### src/rtl/simon_core_param.sv
// Parametrised Simon Says engine: LFSR-grown sequence, LED playback, press checking.
// Optional input timeout in WAIT_IN is enabled by defining SIMON_TIMEOUT_EN.
module simon_core_param #(
  parameter int unsigned N_BUTTONS     = 16,
  parameter int unsigned MAX_LEVEL     = 16,
  parameter int unsigned SHOW_TICKS    = 50,
  parameter int unsigned GAP_TICKS     = 25,
  parameter logic [15:0] SEED          = 16'hACE1,
  parameter int unsigned TIMEOUT_TICKS = 500
) (
  input  logic                             clk,
  input  logic                             rst,
  input  logic                             start,
  input  logic [N_BUTTONS-1:0]             in,
  output logic [N_BUTTONS-1:0]             led_out,
  output logic [$clog2(MAX_LEVEL+1)-1:0]   level,
  output logic [2:0]                       state,
  output logic                             blue,
  output logic                             green,
  output logic                             red
);

  localparam int unsigned LW    = $clog2(MAX_LEVEL + 1);
  localparam int unsigned BW    = $clog2(N_BUTTONS);
  localparam int unsigned AW    = (MAX_LEVEL > 1) ? $clog2(MAX_LEVEL) : 1;
  localparam int unsigned MAXT  = (SHOW_TICKS > GAP_TICKS) ? SHOW_TICKS : GAP_TICKS;
  localparam int unsigned TW    = $clog2(MAXT + 1);

  typedef enum logic [2:0] {
    S_IDLE     = 3'd0,
    S_GEN      = 3'd1,
    S_SHOW_ON  = 3'd2,
    S_SHOW_OFF = 3'd3,
    S_WAIT_IN  = 3'd4,
    S_WIN      = 3'd5,
    S_LOSE     = 3'd6
  } state_t;

  state_t                cur_state, nxt_state;
  logic [15:0]           lfsr;
  logic [N_BUTTONS-1:0]  in_q;
  logic                  start_q;
  logic [BW-1:0]         seq [MAX_LEVEL];
  logic [LW-1:0]         idx, idx_nxt, level_nxt;
  logic [TW-1:0]         cnt, cnt_nxt;
  logic [N_BUTTONS-1:0]  echo, echo_nxt;
  logic [N_BUTTONS-1:0]  press;
  logic [BW-1:0]         btn, new_btn, cur_step;
  logic [7:0]            lfsr_mod;
  logic                  start_edge, seq_we, hit, last;

`ifdef SIMON_TIMEOUT_EN
  localparam int unsigned TOW = $clog2(TIMEOUT_TICKS + 1);
  logic [TOW-1:0] to_cnt, to_cnt_nxt;
`endif

  assign press      = in & ~in_q;
  assign start_edge = start & ~start_q;
  assign lfsr_mod   = lfsr[7:0] % 8'(N_BUTTONS);
  assign new_btn    = BW'(lfsr_mod);
  assign cur_step   = seq[idx[AW-1:0]];
  assign hit        = (btn == cur_step);
  assign last       = (idx == level - LW'(1));

  always_comb begin
    btn = '0;
    for (int unsigned i = 0; i < N_BUTTONS; i++)
      if (press[i]) btn = BW'(i);
  end

  always_comb begin
    nxt_state = cur_state;
    level_nxt = level;
    idx_nxt   = idx;
    cnt_nxt   = '0;
    echo_nxt  = '0;
    seq_we    = 1'b0;
`ifdef SIMON_TIMEOUT_EN
    to_cnt_nxt = '0;
`endif
    case (cur_state)
      S_IDLE, S_WIN, S_LOSE: begin
        if (start_edge) begin
          nxt_state = S_GEN;
          level_nxt = '0;
        end
      end
      S_GEN: begin
        seq_we    = 1'b1;
        level_nxt = level + LW'(1);
        idx_nxt   = '0;
        nxt_state = S_SHOW_ON;
      end
      S_SHOW_ON: begin
        if (cnt == TW'(SHOW_TICKS - 1)) nxt_state = S_SHOW_OFF;
        else                            cnt_nxt   = cnt + TW'(1);
      end
      S_SHOW_OFF: begin
        if (cnt == TW'(GAP_TICKS - 1)) begin
          if (last) begin
            nxt_state = S_WAIT_IN;
            idx_nxt   = '0;
          end else begin
            nxt_state = S_SHOW_ON;
            idx_nxt   = idx + LW'(1);
          end
        end else begin
          cnt_nxt = cnt + TW'(1);
        end
      end
      S_WAIT_IN: begin
        // Press handling is checked before timeout so a press on the final tick wins.
        if (press != '0) begin
          if ($countones(press) > 1) begin
            nxt_state = S_LOSE;
          end else begin
            echo_nxt = {{(N_BUTTONS-1){1'b0}}, 1'b1} << btn;
            if (!hit)                          nxt_state = S_LOSE;
            else if (!last)                    idx_nxt   = idx + LW'(1);
            else if (level == LW'(MAX_LEVEL))  nxt_state = S_WIN;
            else                               nxt_state = S_GEN;
          end
        end else begin
`ifdef SIMON_TIMEOUT_EN
          if (to_cnt == TOW'(TIMEOUT_TICKS - 1)) nxt_state  = S_LOSE;
          else                                   to_cnt_nxt = to_cnt + TOW'(1);
`endif
        end
      end
      default: nxt_state = S_IDLE;
    endcase
  end

  always_ff @(posedge clk) begin
    if (rst) begin
      cur_state <= S_IDLE;
      lfsr      <= SEED;
      in_q      <= '0;
      start_q   <= 1'b0;
      level     <= '0;
      idx       <= '0;
      cnt       <= '0;
      echo      <= '0;
`ifdef SIMON_TIMEOUT_EN
      to_cnt    <= '0;
`endif
    end else begin
      cur_state <= nxt_state;
      lfsr      <= {lfsr[14:0], lfsr[15] ^ lfsr[13] ^ lfsr[12] ^ lfsr[10]};
      in_q      <= in;
      start_q   <= start;
      level     <= level_nxt;
      idx       <= idx_nxt;
      cnt       <= cnt_nxt;
      echo      <= echo_nxt;
`ifdef SIMON_TIMEOUT_EN
      to_cnt    <= to_cnt_nxt;
`endif
    end
  end

  // Sequence storage is never cleared; entries are only read below level.
  always_ff @(posedge clk) begin
    if (seq_we) seq[level[AW-1:0]] <= new_btn;
  end

  always_comb begin
    led_out = '0;
    if (cur_state == S_SHOW_ON)
      led_out = {{(N_BUTTONS-1){1'b0}}, 1'b1} << cur_step;
    else if (cur_state == S_WAIT_IN || cur_state == S_GEN)
      led_out = echo;
  end

  assign state = cur_state;
  assign blue  = (cur_state == S_SHOW_ON) || (cur_state == S_SHOW_OFF) || (cur_state == S_WAIT_IN);
  assign green = (cur_state == S_WIN);
  assign red   = (cur_state == S_LOSE);

endmodule
### config.mk
export PLATFORM = sky130hd
export DESIGN_NAME = simon_core_param
export DESIGN_NICKNAME = d
export VERILOG_FILES = /design/src/rtl/simon_core_param.sv
export SDC_FILE = /design/constraint.sdc
export NUM_CORES = 1
export LEC_CHECK = 0
export CELL_PAD_IN_SITES_DETAIL_PLACEMENT = 0
export CELL_PAD_IN_SITES_GLOBAL_PLACEMENT = 1
export CORE_AREA = 4 4 138 140
export CTS_CLUSTER_SIZE = 24
export DETAILED_ROUTE_END_ITERATION = 7
export DIE_AREA = 0 0 142 144
export GPL_TIMING_DRIVEN = 0
export PLACE_DENSITY = 0.66
export SETUP_SLACK_MARGIN = 0.2
export SYNTH_ARGS = -nofsm -noshare
export SYNTH_HDL_FRONTEND = slang
export SYNTH_SLANG_ARGS = --single-unit
### constraint.sdc
create_clock -name clk -period 5.7 [get_ports clk]
set_input_delay 1.14 -clock clk [delete_from_list [all_inputs] [get_ports clk]]
set_output_delay 1.14 -clock clk [all_outputs]
set_load 0.005 [all_outputs]
# After elaboration in Yosys (flattened, before gate mapping)
# Memory sizes are Yosys's and may differ from the RTL's. A register that Yosys moved wholly into a read port is not among the register bits.
# Index checks and enable logic that the tools add are counted.
# op_classes
add_sub_neg	19
n_mul	0
div_mod_pow	0
magnitude_cmp	1
n_eq_ne	19
shift	2
n_mux	44
bitwise_logic	9
n_reduce_logical	12
# ops
op	count
$mux 4	16
$mux 5	7
$mux 16	2
$shl 1x4->16 const A	2
$mux 3	9
$add 1x1->2	8
$and 16x16->16	1
$not 16->16	1
$reduce_bool 16->1	1
$pmux 3 s5	1
$pmux 5 s3	1
$ne 2x2->1 const B	7
$add 2x2->3	4
$mux 6	2
$pmux 6 s2	1
$add 5x1->5 const B	2
$pmux 5 s2	1
$eq 3x3->1 const B	3
$add 3x3->4	2
$add 6x1->6 const B	1
$eq 3x2->1 const B	2
$eq 6x5->1 const B	1
$eq 6x6->1 const B	1
$reduce_and 6->1	1
20 further kinds	29
# word_totals
ff_bits	68
latchBits	0
mem_bits_rw	64
rom_bits	0
inputBits	19
out_inout_bits	27
elab_cells	115
mem_count	1
# mem_list
memory	words	width	read_ports	rd_ports_with_merged_regs	wr	line_no	rtl
seq	16	4	1	1	1	43	logic [BW-1:0] seq [MAX_LEVEL];

# Longest topological paths before layout
# depth
depth_word	24
mapped_depth	19
ltp_nobuf	19

# Worst setup path after synthesis
# Ideal clock, no wire load.
# synth_path
kind	in2reg
startpoint	input in[15]
endpoint	register (tool-made name)
setup_ps	116
arrival_ps	5393
required_ps	5584
setup_slack_ps	191
stages	17
n_path_buf	0
cell_sequence	nor2b_1 > fa_1 > fa_1 > inv_1 > fa_1 > fa_1 > inv_1 > ha_1 > inv_1 > fa_1 > nor3b_1 > a21oi_1 > nor4b_1 > o2111ai_2 > o21ai_4 > nand2_2 > a31o_1
# synth_lines
element	line_no	rtl
from (decl)	14	input logic [N_BUTTONS-1:0] in,

# Final worst setup path
# layout_path
startpoint	input in[0]
endpoint	register cur_state[0] (netlist: state[0])
# layout_between
elab_chain_len	9
elab_cells_between_ends	13
cone_classes	4 x add/sub; 1 x order compare; 2 x eq/ne; 3 x mux; 1 x bitwise; 2 x reduce/logical
# layout_rtl
element	line_no	rtl
$and 16x16->16 (*)	57	assign press = in & ~in_q;
$add 1x1->2 (not written as such)	114	if ($countones(press) > 1) begin
$add 2x2->3 (not written as such)	114	
$add 3x3->4 (not written as such)	114	
$add 4x4->5 (not written as such)	114	
$gt 5x1->1	114	
$mux 3	114	
$mux 3	113	if (press != '0) begin
$pmux 3 s5	81	case (cur_state)
to (signal assigned)	148	cur_state <= nxt_state;
to (decl)	39	state_t cur_state, nxt_state;
# Mark *: on every way between the ends. The rest lies on a longest branch, timed or not. The select of a mux whose other input is x is not followed.
# A chain may end at the register's enable or synchronous reset.

==> results.yml <==
global_routing:
  grt_util_all_layers: 0.147
  grt_max_degree: 18
  grt_pass1_wl_um: 23100
  overflow: 0
  grt_pass1_vias: 4450
  antenna_found_initial: 0
floorplan:
  core-area_um2: 17800
  rows: 49
  fp.dieW_um: 142
  dieArea_um2: 20400
  die_height_um: 144
  ios: 46
  start_util: 0.352
finish:
  drive_gt1_frac: 0.207
  final_cells: 877
  num_antenna_cells: 0
  area_delta_synth_final_pct: 25.9
  nets: 679
  fin_area_um2: 7910
setup_path:
  path_class: "input port to flip-flop"
  crit_required_ns: 6.02
  cp_slowest_stage_delay_ns: 0.33
  ff2ff_path_depth: 31
  crit_fanout: 4
  critPathArrivalTime_ns: 5.65
  end_kind: "flip-flop"
  crit_top_cell: "buf_4"
  cp-start-kind: "input port"
  slowest_stage: "a21oi_1"
synth:
  yosysUniqueCellTypes: 71
  synth-simple-area-share: 0.186
  yosysTopAreaCell: "edfxtp_1"
  synth_nets: 584
  synth_cells: 540
  synthAdderAreaFrac: 0.0617
  synth_edf_count: 64
  synthFlopType: "dfxtp_1"
  ys_warn_count: 0
  ys_async_sr_fraction: 0
  syn_avg_cell_area_um2: 11.6
  synthTopCellsByCount: "72 x dfxtp_1, 66 x nor2_1, 64 x edfxtp_1"
  synth_top_family_by_area: "simple AND/OR/NAND/NOR gates"
  synth.top_cell.area_share: 0.306
  ys_seq_area_frac: 0.535
  syn_area_um2: 6280
  post-synth-top-count-cell: "dfxtp_1"
  synth_compound_area_frac: 0.0918
  synth.mux.area_fraction: 0.0655
  synth-xor-area-share: 0.0277
  ys_ff_latch: 136
  synth.area.top_cells: "edfxtp_1 31%, dfxtp_1 23%, mux4_2 4.3%"
timing:
  fin_skew_ns: 0.00750
  finalMaxSlewViolations: 0
  rsz0062_at_grt: "false"
  maxSlewHeadroom: 0.317
  finalCriticalPeriod_ns: 5.33
  setup_violations: 0
  post-route-period-util: 0.935
  final_hold_viol_count: 0
  tightest_slew_ns: 1.02
  max_freq_mhz: 188
  fin_tns_setup_ns: 0
min_path:
  whs_path_depth: 1
  hp-class: "flip-flop to flip-flop"
clock_network:
  root_buffer: "clkbuf_16"
  htree_levels: 4
  numClockSinks: 136
  insertion_delay_ns: 0.42
  clock_tree.buffer_depth: 2
  clk_pin_slew_ns: 0.06
  hold_buffers: 0
  cts_tree: "done"
  cts_inserted_buffers: 17
power:
  ir_drop_uv: 220
  power-per-cell-area_nw_per_um2: 369
  power_mw: 2.92
  leakagePower_nw: 2.91
routing:
  drc_errors: 0
  viasPerCell: 4.92
  first_pass_iters: 4
  drtIter0Drc: 254
  wl_um: 14300
  num_vias: 4311
  wire_per_inst_um: 16.3
  ant_nets: 0
placement:
  place_inst: 813
  placed_area_um2: 7020
  dp.final_hpwl_um: 10400
  io_buffers: 44
  place_congestion: 0.804
job:
  maxCapViolCount: 0
status:
  status: "complete, no violations"
## cell type report
class                   instances  area (um^2)
multi-input cells             357         2830
flip-flops and latches        136         3360
fillers                      1620         9930
clock buffers                  17          425
inverters                      31          116
repair buffers                 76          696
clock inverters                15          105
plain buffers                  16         86.3
well taps                     229          287
## power by group
group	internal, mW	switching [mW]	total, mW	leakage (nW)
clock network	0.553	0.422	0.975	0.242
registers	1.08	0.0515	1.13	1.17
logic	0.361	0.458	0.819	1.50
total	1.99	0.932	2.92	2.91
## per-layer routing
layer / share of wire / GRT usage / up-vias
met3: 0.046 / 0.0403 / 26
met5: 0 / 0 / -
met1: 0.47 / 0.190 / 2091
li1: - / - / 2103
met4: 0.024 / 0.0586 / 0
met2: 0.46 / 0.237 / 91
## cells by family after synthesis
| group | Yosys count |
|---|---|
| muxes | 18 |
| buffers and inverters | 47 |
| adders and majority gates | 25 |
| DFF | 136 |
| xor gates and xnor gates | 19 |
| and+or+nand+nor | 222 |
| AOI/OAI and AO/OA | 73 |
## cell usage in the layout (no fill, tap or decap), types with 4 or more instances in the layout
cell type | netlist | layout
dfxtp_1 | 72 | 72
nor2_1 | 66 | 65
edfxtp_1 | 64 | 64
nand2_1 | 40 | 39
nor2b_1 | 42 | 36
clkdlybuf4s50_1 | 0 | 35
buf_4 | 0 | 31
inv_1 | 30 | 26
o21ai_0 | 17 | 17
clkbuf_16 | 0 | 17
nand2b_1 | 14 | 14
ha_1 | 15 | 14
mux4_2 | 12 | 12
nand3_1 | 12 | 12
clkbuf_1 | 10 | 10
xnor2_1 | 9 | 9
xor2_1 | 9 | 9
or2_2 | 9 | 9
fa_1 | 10 | 9
a22o_1 | 8 | 8
a21oi_1 | 8 | 7
nor3_1 | 7 | 7
nor2b_4 | 1 | 6
inv_2 | 1 | 5
mux4_1 | 5 | 5
clkinvlp_4 | 0 | 5
and3_1 | 4 | 4
a21o_1 | 4 | 4
a31o_1 | 4 | 4
dlygate4sd2_1 | 0 | 4
## flip-flops by register name, summed over array words and instances, names as in the netlist, named ones only
register	flops
seq	64
start_q	1
echo	16
level	5
lfsr	16
in_q	16
state	3
idx	5
cnt	6
## through the flow
stage	utilization	worst slack, ns	hold WS [ns]
6_report	0.444	0.368	0.412
5_1_grt	0.444	0.189	0.429
4_1_cts	0.441	0.205	0.420
3_5_place_dp	0.393	-0.739	0.404
3_3_place_gp	0.393	-0.690	0.398
2_1_floorplan	-	0.343	0.389
## critical path, delay by kind of cell
family,cells,cell delay (ns)
fa+ha+maj,1,0.18
simple gates,2,0.29
compound gates,5,1.01
buf+inv,24,3.04
## worst paths after layout
kind	startpoint	to	slack, ns
max	in[0]	state[0]	0.37
min	lfsr[5]	lfsr[6]	0.41
max reg2reg	in_q[0]	state[0]	0.95
min reg2reg	lfsr[5]	lfsr[6]	0.41
## what timing repair did
item                       in CTS  in global routing
cloned                          0                  0
setup endpoints to repair      28                 25
pin swaps                      17                 15
gates resized for setup        32                  9
buffers inserted               30                  2
Note: power is estimated with default switching activity, not from simulation.
